File: config.mk
export PLATFORM = sky130hd
export DESIGN_NAME = exec_sequencer
export DESIGN_NICKNAME = d
export VERILOG_FILES = /design/src/rtl/exec_sequencer_pkg.sv /design/src/rtl/exec_counter.sv /design/src/rtl/exec_sequencer.sv
export SDC_FILE = /design/constraint.sdc
export NUM_CORES = 1
export LEC_CHECK = 0
export BUFFER_PORTS_ARGS = -buffer_cell sky130_fd_sc_hd__buf_2
export CORE_MARGIN = 3
export CORE_UTILIZATION = 40
export CTS_CLUSTER_SIZE = 14
export DETAILED_ROUTE_END_ITERATION = 8
export PLACE_DENSITY_LB_ADDON = 0.15
export SKIP_LAST_GASP = 1
export SYNTH_ARGS = -nofsm -noshare
export SYNTH_HDL_FRONTEND = slang
export SYNTH_SLANG_ARGS = --single-unit
File: constraint.sdc
create_clock -name CLK -period 5.6 [get_ports CLK]
set_input_delay 1.12 -clock CLK [delete_from_list [all_inputs] [get_ports CLK]]
set_output_delay 1.12 -clock CLK [all_outputs]
set_load 0.03 [all_outputs]
File: src/rtl/exec_sequencer_pkg.sv
// exec_sequencer_pkg: shared definitions for the execution sequencer.
//   state_e     - 3-bit sequencer state encoding
//   TIMEOUT_DEF - default limit on MEM_WAIT cycles before a fault
package exec_sequencer_pkg;

  typedef enum logic [2:0] {
    S_HALT     = 3'd0,
    S_RUN      = 3'd1,
    S_STEP     = 3'd2,
    S_MEM_WAIT = 3'd3,
    S_FAULT    = 3'd4
  } state_e;

  localparam int unsigned TIMEOUT_DEF = 16;

endpackage

File: src/rtl/exec_counter.sv
// exec_counter: free-running wrap-around counter with increment enable.
//   clk_i - clock
//   rst_i - synchronous active-high clear
//   inc_i - add one this cycle
//   cnt_o - current count (wraps modulo 2^W)
module exec_counter #(
  parameter int unsigned W = 32
) (
  input  logic         clk_i,
  input  logic         rst_i,
  input  logic         inc_i,
  output logic [W-1:0] cnt_o
);

  logic [W-1:0] cnt_q;

  always_ff @(posedge clk_i) begin
    if (rst_i)      cnt_q <= '0;
    else if (inc_i) cnt_q <= cnt_q + 1'b1;
  end

  assign cnt_o = cnt_q;

endmodule

File: src/rtl/exec_sequencer.sv
// exec_sequencer: gates PC advance and register-file write so data-memory
// accesses may take a variable number of cycles via a req/ready handshake.
// Provides halt, single-step, memory-timeout fault and retire/stall counters.
//   CLK, reset            - clock, synchronous active-high reset
//   MemRead, MemWrite     - decoded load / store
//   RegWriteIn            - decoded register write
//   MemReady              - data memory completes the access this cycle
//   HaltReq, StepReq      - halt level request, single-step pulse
//   PCEn, RegWriteEn      - commit enables (combinational)
//   MemReq, MemWE         - memory request and write qualifier (combinational)
//   Halted, Fault         - registered state flags
//   RetireCount, StallCount - committed instructions, MEM_WAIT cycles
module exec_sequencer
  import exec_sequencer_pkg::*;
#(
  parameter int unsigned TIMEOUT   = TIMEOUT_DEF,
  parameter int unsigned CNT_W     = 32,
  parameter bit          START_RUN = 1'b1
) (
  input  logic             CLK,
  input  logic             reset,
  input  logic             MemRead,
  input  logic             MemWrite,
  input  logic             RegWriteIn,
  input  logic             MemReady,
  input  logic             HaltReq,
  input  logic             StepReq,
  output logic             PCEn,
  output logic             RegWriteEn,
  output logic             MemReq,
  output logic             MemWE,
  output logic             Halted,
  output logic             Fault,
  output logic [CNT_W-1:0] RetireCount,
  output logic [CNT_W-1:0] StallCount
);

  localparam logic [7:0] TO = 8'(TIMEOUT);

  state_e     state_q, state_d;
  logic [7:0] waitcnt_q, waitcnt_d;
  logic       orig_step_q, orig_step_d;  // access was issued from STEP
  logic       halted_q, fault_q;
  logic       commit, mreq, from_step, memop;

  always_comb begin
    memop       = MemRead | MemWrite;
    state_d     = state_q;
    waitcnt_d   = waitcnt_q;
    orig_step_d = orig_step_q;
    commit      = 1'b0;
    mreq        = 1'b0;
    from_step   = 1'b0;
    case (state_q)
      S_RUN, S_STEP: begin
        if (memop) begin
          mreq = 1'b1;
          if (MemReady) commit = 1'b1;
          else begin
            state_d     = S_MEM_WAIT;
            orig_step_d = (state_q == S_STEP);
            waitcnt_d   = 8'd1;
          end
        end else begin
          commit = 1'b1;
        end
      end
      S_MEM_WAIT: begin
        mreq = 1'b1;
        if (MemReady)              commit    = 1'b1;
        else if (waitcnt_q == TO)  state_d   = S_FAULT;
        else                       waitcnt_d = waitcnt_q + 8'd1;
      end
      S_HALT: begin
        // Step takes priority over a released halt.
        if (StepReq)       state_d = S_STEP;
        else if (!HaltReq) state_d = S_RUN;
      end
      S_FAULT: ;
      default: state_d = S_FAULT;
    endcase
    // HaltReq is only looked at on commit, so an in-flight access finishes.
    if (commit) begin
      from_step = (state_q == S_STEP) || (state_q == S_MEM_WAIT && orig_step_q);
      state_d   = (HaltReq || from_step) ? S_HALT : S_RUN;
      waitcnt_d = 8'd0;
    end
  end

  always_ff @(posedge CLK) begin
    if (reset) begin
      state_q     <= START_RUN ? S_RUN : S_HALT;
      waitcnt_q   <= 8'd0;
      orig_step_q <= 1'b0;
      halted_q    <= !START_RUN;
      fault_q     <= 1'b0;
    end else begin
      state_q     <= state_d;
      waitcnt_q   <= waitcnt_d;
      orig_step_q <= orig_step_d;
      halted_q    <= (state_d == S_HALT);
      fault_q     <= (state_d == S_FAULT);
    end
  end

  // Enables are suppressed in the reset cycle, abandoning any request.
  assign PCEn       = commit & ~reset;
  assign RegWriteEn = commit & RegWriteIn & ~reset;
  assign MemReq     = mreq & ~reset;
  assign MemWE      = mreq & MemWrite & ~reset;
  assign Halted     = halted_q;
  assign Fault      = fault_q;

  exec_counter #(.W(CNT_W)) u_retire (
    .clk_i (CLK),
    .rst_i (reset),
    .inc_i (PCEn),
    .cnt_o (RetireCount)
  );

  exec_counter #(.W(CNT_W)) u_stall (
    .clk_i (CLK),
    .rst_i (reset),
    .inc_i (state_q == S_MEM_WAIT),
    .cnt_o (StallCount)
  );

endmodule

### Word level (Yosys, flattened, before mapping)

Index checks and enable logic that the tools add are counted.

| word-level totals | value |
|---|---|
| register bits | 78 |
| bits in latches | 0 |
| bits in writable memories | 0 |
| memory bits (read-only) | 0 |
| input port bits | 8 |
| output and inout port bits | 70 |
| word-level logic and storage cells | 58 |
| memories kept | 0 |

| operators by class | value |
|---|---|
| add/sub/neg operators | 3 |
| multipliers | 0 |
| div/mod/pow operators | 0 |
| order comparisons | 0 |
| equality and inequality tests | 10 |
| shifts and indexed selects | 0 |
| multiplexer cells | 19 |
| bitwise logic cells | 9 |
| reduce and logical (&&, ||, !) cells | 10 |

Operators by type and width:

| cell | count |
|---|---|
| 32-bit by 1-bit adder with 32-bit output (second input constant) | 2 |
| 8-bit two-way mux | 4 |
| 3-bit two-way mux | 7 |
| 8-bit case mux with 2 select lines | 1 |
| 3-bit case mux with 4 select lines | 1 |
| 8-bit by 1-bit adder with 8-bit output (second input constant) | 1 |
| 8-bit by 5-bit == test with 1-bit output (second input constant) | 1 |
| 2-bit != test (second input constant) | 4 |
| 1-bit AND | 6 |
| 3-bit by 2-bit == test with 1-bit output (second input constant) | 2 |
| 3-bit == test (second input constant) | 2 |
| 3-bit logical NOT | 2 |
| 5-bit AND reduction | 1 |
| 1-bit two-way mux | 4 |
| 1-bit case mux with 2 select lines | 2 |
| 2-bit OR reduction | 2 |
| 3-bit by 1-bit == test with 1-bit output (second input constant) | 1 |
| 3-bit AND reduction | 1 |
| 1-bit logical OR | 2 |
| 1-bit NOT | 2 |
| 2-bit nonzero test | 1 |
| 1-bit logical AND | 1 |
| 1-bit bitwise OR | 1 |

### Depth between registers and ports, before layout

| logic depth | value |
|---|---|
| depth after elaboration | 7 |
| depth in mapped cells | 7 |
| depth with buffers taken out | 6 |

### By module

Synthesis repeated with hierarchy kept, for this count alone.

| unflattened totals | value |
|---|---|
| cells, all modules | 461 |
| area total of the unflattened synthesis | 3993.8 um2 |

Modules (own cells, without submodules):

| module | times used | cells each | area an instance (um2) | seq. area each (um2) |
|---|---|---|---|---|
| exec_counter | 2 | 181 | 1564.0 | 640.6 |
| exec_sequencer | 1 | 99 | 865.8 | 280.3 |

### Least setup slack after synthesis

Ideal clock, no wire load.

| timing path | value |
|---|---|
| kind | input -> output |
| from | input port MemRead |
| to | output port RegWriteEn |
| arrival | 2.113 ns |
| path slack | 2.367 ns |
| stages on the path | 3 |
| path buffers | 0 |
| path through | a211oi_2 > o21a_1 > and3_1 |

| between the ends | value |
|---|---|
| cells in the longest elaborated chain, start to end | 5 |

Ends and longest elaborated chain:

| item | RTL line | source |
|---|---|---|
| start: declaration | exec_sequencer.sv:22 | `input logic MemRead,` |
| 1-bit bitwise OR | exec_sequencer.sv:47 | `memop = MemRead \| MemWrite;` |
| 1-bit two-way mux | exec_sequencer.sv:56 | `if (memop) begin` |
| 1-bit case mux with 2 select lines | exec_sequencer.sv:54 | `case (state_q)` |
| 1-bit AND (2 in series) | exec_sequencer.sv:108 | `assign RegWriteEn = commit & RegWriteIn & ~reset;` |
| end: declaration | exec_sequencer.sv:29 | `output logic RegWriteEn,` |

No other way between the ends.

### Worst setup path in the final report

| timing path | value |
|---|---|
| from | input port MemRead |
| to | output port PCEn |

| between the ends | value |
|---|---|
| cells in the longest elaborated chain, start to end | 4 |

Ends and longest elaborated chain:

| item | RTL line | source |
|---|---|---|
| 1-bit bitwise OR | exec_sequencer.sv:47 |  |
| 1-bit two-way mux | exec_sequencer.sv:56 |  |
| 1-bit case mux with 2 select lines | exec_sequencer.sv:54 |  |
| 1-bit AND | exec_sequencer.sv:107 | `assign PCEn = commit & ~reset;` |
| end: declaration | exec_sequencer.sv:28 | `output logic PCEn,` |

No other way between the ends.

==> impl_metrics.ini <==
[floorplanning]
core-area_um2 = 9503
die_area_um2 = 11280
die_h_um = 106.2
core.rowCount = 35
die_x_um = 106.2
io_pins = 78
start_util = 0.4226

[timing]
fin_skew_ns = 0.01581
slew_headroom = 0.4182
drv_slew = 0
clock.fmax_ghz = 0.2788
post-route-period-util = 0.6406
hold_violations = 0
tightest_slew_ns = 0.8689
fin_ws_ns = 2.013
setup_tns_ns = 0
rsz0062_at_grt = false
setup_viol = 0
fin_crit_ns = 3.587

[global_route]
grt_pass1_vias = 3452
grt_max_degree = 76
gr-usage-all-layers = 0.1759
grt_pass1_wl_um = 16610
overflow = 0
antenna_found_initial = 0

[placed_design]
portBuffers = 77
dp.cells = 661
placed_area_um2 = 4441
gp_congestion = 0.8151
hpwl_um = 6912
place_ws_ns = 2.043

[routing]
postRouteAntennaNets = 0
drc = 0
routed-via-count = 3838
drt-total-wl_um = 9885
drt_iter0_drc = 183
dr.pass1.iters = 4
wl_per_cell_um = 14.62
viasPerCell = 5.678

[cts]
clock-root-buffer = clkbuf_8
htree_num_levels = 3
cts_buffer_depth = 2
cts_num_sinks = 78
path_clk_slew_ns = 0.08
cts_hold_buffers = 0
cts_inserted_buffers = 9
tritoncts = done
insertion_delay_ns = 0.34
cts-resized-gates = 0
post_cts_buffers = 0

[synthesis]
synthCells = 485
synth-seq-cells = 78
synthesis.nets = 497
syn_area_per_cell_um2 = 8.281
synth_seq_area_share = 0.3888
synth_area_um2 = 4016
synth_warnings = 0
synth.top_cell.area_share = 0.3888
yosys_most_used_dff = dfxtp_1
synth_largest_area_cell = dfxtp_1
yosysUniqueCellTypes = 48
yosys-top-cells-area = dfxtp_1 39%, a21oi_1 6.0%, o31ai_1 4.7%
synth_edf_count = 0
postSynth.asyncResetShare = 0

[final_layout]
nNetsFinal = 555
layout_commonest_cell = dfxtp_1
final_area_um2 = 4621
final_cell_mix = 78 x dfxtp_1, 77 x buf_2, 48 x a21oi_1, 35 x nand2_1, 27 x nor2_1
antenna_cells = 0
fin_cells = 676
final.fill_count = 956
syn2layout_area_growth_pct = 15.05
drive_gt1_frac = 0.1920
fin_util = 0.4862

[power]
p_clk_frac = 0.381
p_int_uw = 792.7
power.switching_uw = 272.6
pwr_density_cell_nw_per_um2 = 230.5
switching_share = 0.2559
p_leak_uw = 0.001687
share_seq_of_total_power = 0.538
combinationalPowerShare = 0.081
irDropWorstVdd_v = 0.00009928

[worst_setup_path]
crit_type = primary input to output port
worstSetupStartpointType = primary input
endpoint_kind = output port
required_ns = 4.48
arrival_ns = 2.47
cp_max_fo = 11

[outcome]
status = complete, no violations

[job]
drv_cap = 0

[min_path]
hp-class = flip-flop to flip-flop
[metal layers]
metal | track usage | vias up | routed length, um
li1 | - | 1946 | -
met1 | 0.2393 | 1819 | 4727
met2 | 0.2833 | 65 | 4728
met3 | 0.02611 | 8 | 309
met4 | 0.06290 | 0 | 120
met5 | 0 | - | 0
[per-stage QoR]
step / hold slack (ns) / total power (uW)
6_report: 0.4700 / 1065
5_1_grt: 0.4980 / 1108
4_1_cts: 0.4774 / 1080
3_5_place_dp: 0.4654 / 673.2
3_3_place_gp: 0.4495 / 672.1
2_1_floorplan: 0.4407 / 651.8
[Yosys cell counts, drive strengths merged, types with 5 or more instances]
master / count
buf: 6
mux2i: 7
dfxtp: 78
inv: 13
or4: 26
and3: 10
clkbuf: 26
and2: 7
nand3: 24
nor4: 9
nor2b: 8
nand4: 20
o31ai: 25
nor3: 12
xnor2: 11
nand2: 35
or3: 14
and4: 13
a21oi: 48
mux2: 9
nand2b: 5
nor2: 27
o21ai: 17
[final cells by class]
type | count | area [um2] | area share
repair buffers | 79 | 400.4 | 0.08665
flip-flops and latches | 78 | 1562 | 0.3379
clock inverters | 4 | 48.80 | 0.01056
inverters | 14 | 52.55 | 0.01137
clock buffers | 11 | 131.4 | 0.02843
well taps | 129 | 161.4 | 0.03493
multi-input cells | 361 | 2265 | 0.4901
[power groups by stage]
stage          clock [uW]  combinational, uW  sequential, uW
2_1_floorplan           0               62.0             590
3_3_place_gp            0               86.0             586
3_5_place_dp            0               87.2             586
4_1_cts               420               87.6             573
5_1_grt               437               96.4             575
6_report              406               86.5             573
[sequential cells by signal, indices dropped and copies added, names as in the netlist]
signal          flops
u_retire.cnt_o     32
u_stall.cnt_o      32
waitcnt_q           8
state_q             3
Fault               1
Halted              1
orig_step_q         1
[final timing paths]
| kind | from | end | slack (ns) | cells past startpoint |
|---|---|---|---|---|
| max | MemRead | PCEn | 2.01 | 5 |
| min | waitcnt_q[7] | waitcnt_q[7] | 0.47 | 2 |
| max reg2reg | state_q[0] | u_stall.cnt_o[26] | 2.91 | 4 |
| min reg2reg | waitcnt_q[7] | waitcnt_q[7] | 0.47 | 2 |
[cell families after synthesis]
group,after synthesis,synth area share
adder cells (fa/ha/maj),4,0.01246
flip-flops,78,0.3888
AO/OA/AOI/OAI,110,0.1689
XOR/XNOR,14,0.03053
AND/OR/NAND/NOR,217,0.3093
buffers and inverters,46,0.04735
multiplexers,16,0.04268
[critical path, cell delays in order]
cell,delay [ns]
buf_2,0.11
a211oi_2,0.50
o211ai_1,0.41
inv_1,0.12
buf_2,0.20
Power figures use the tool's default switching activity.
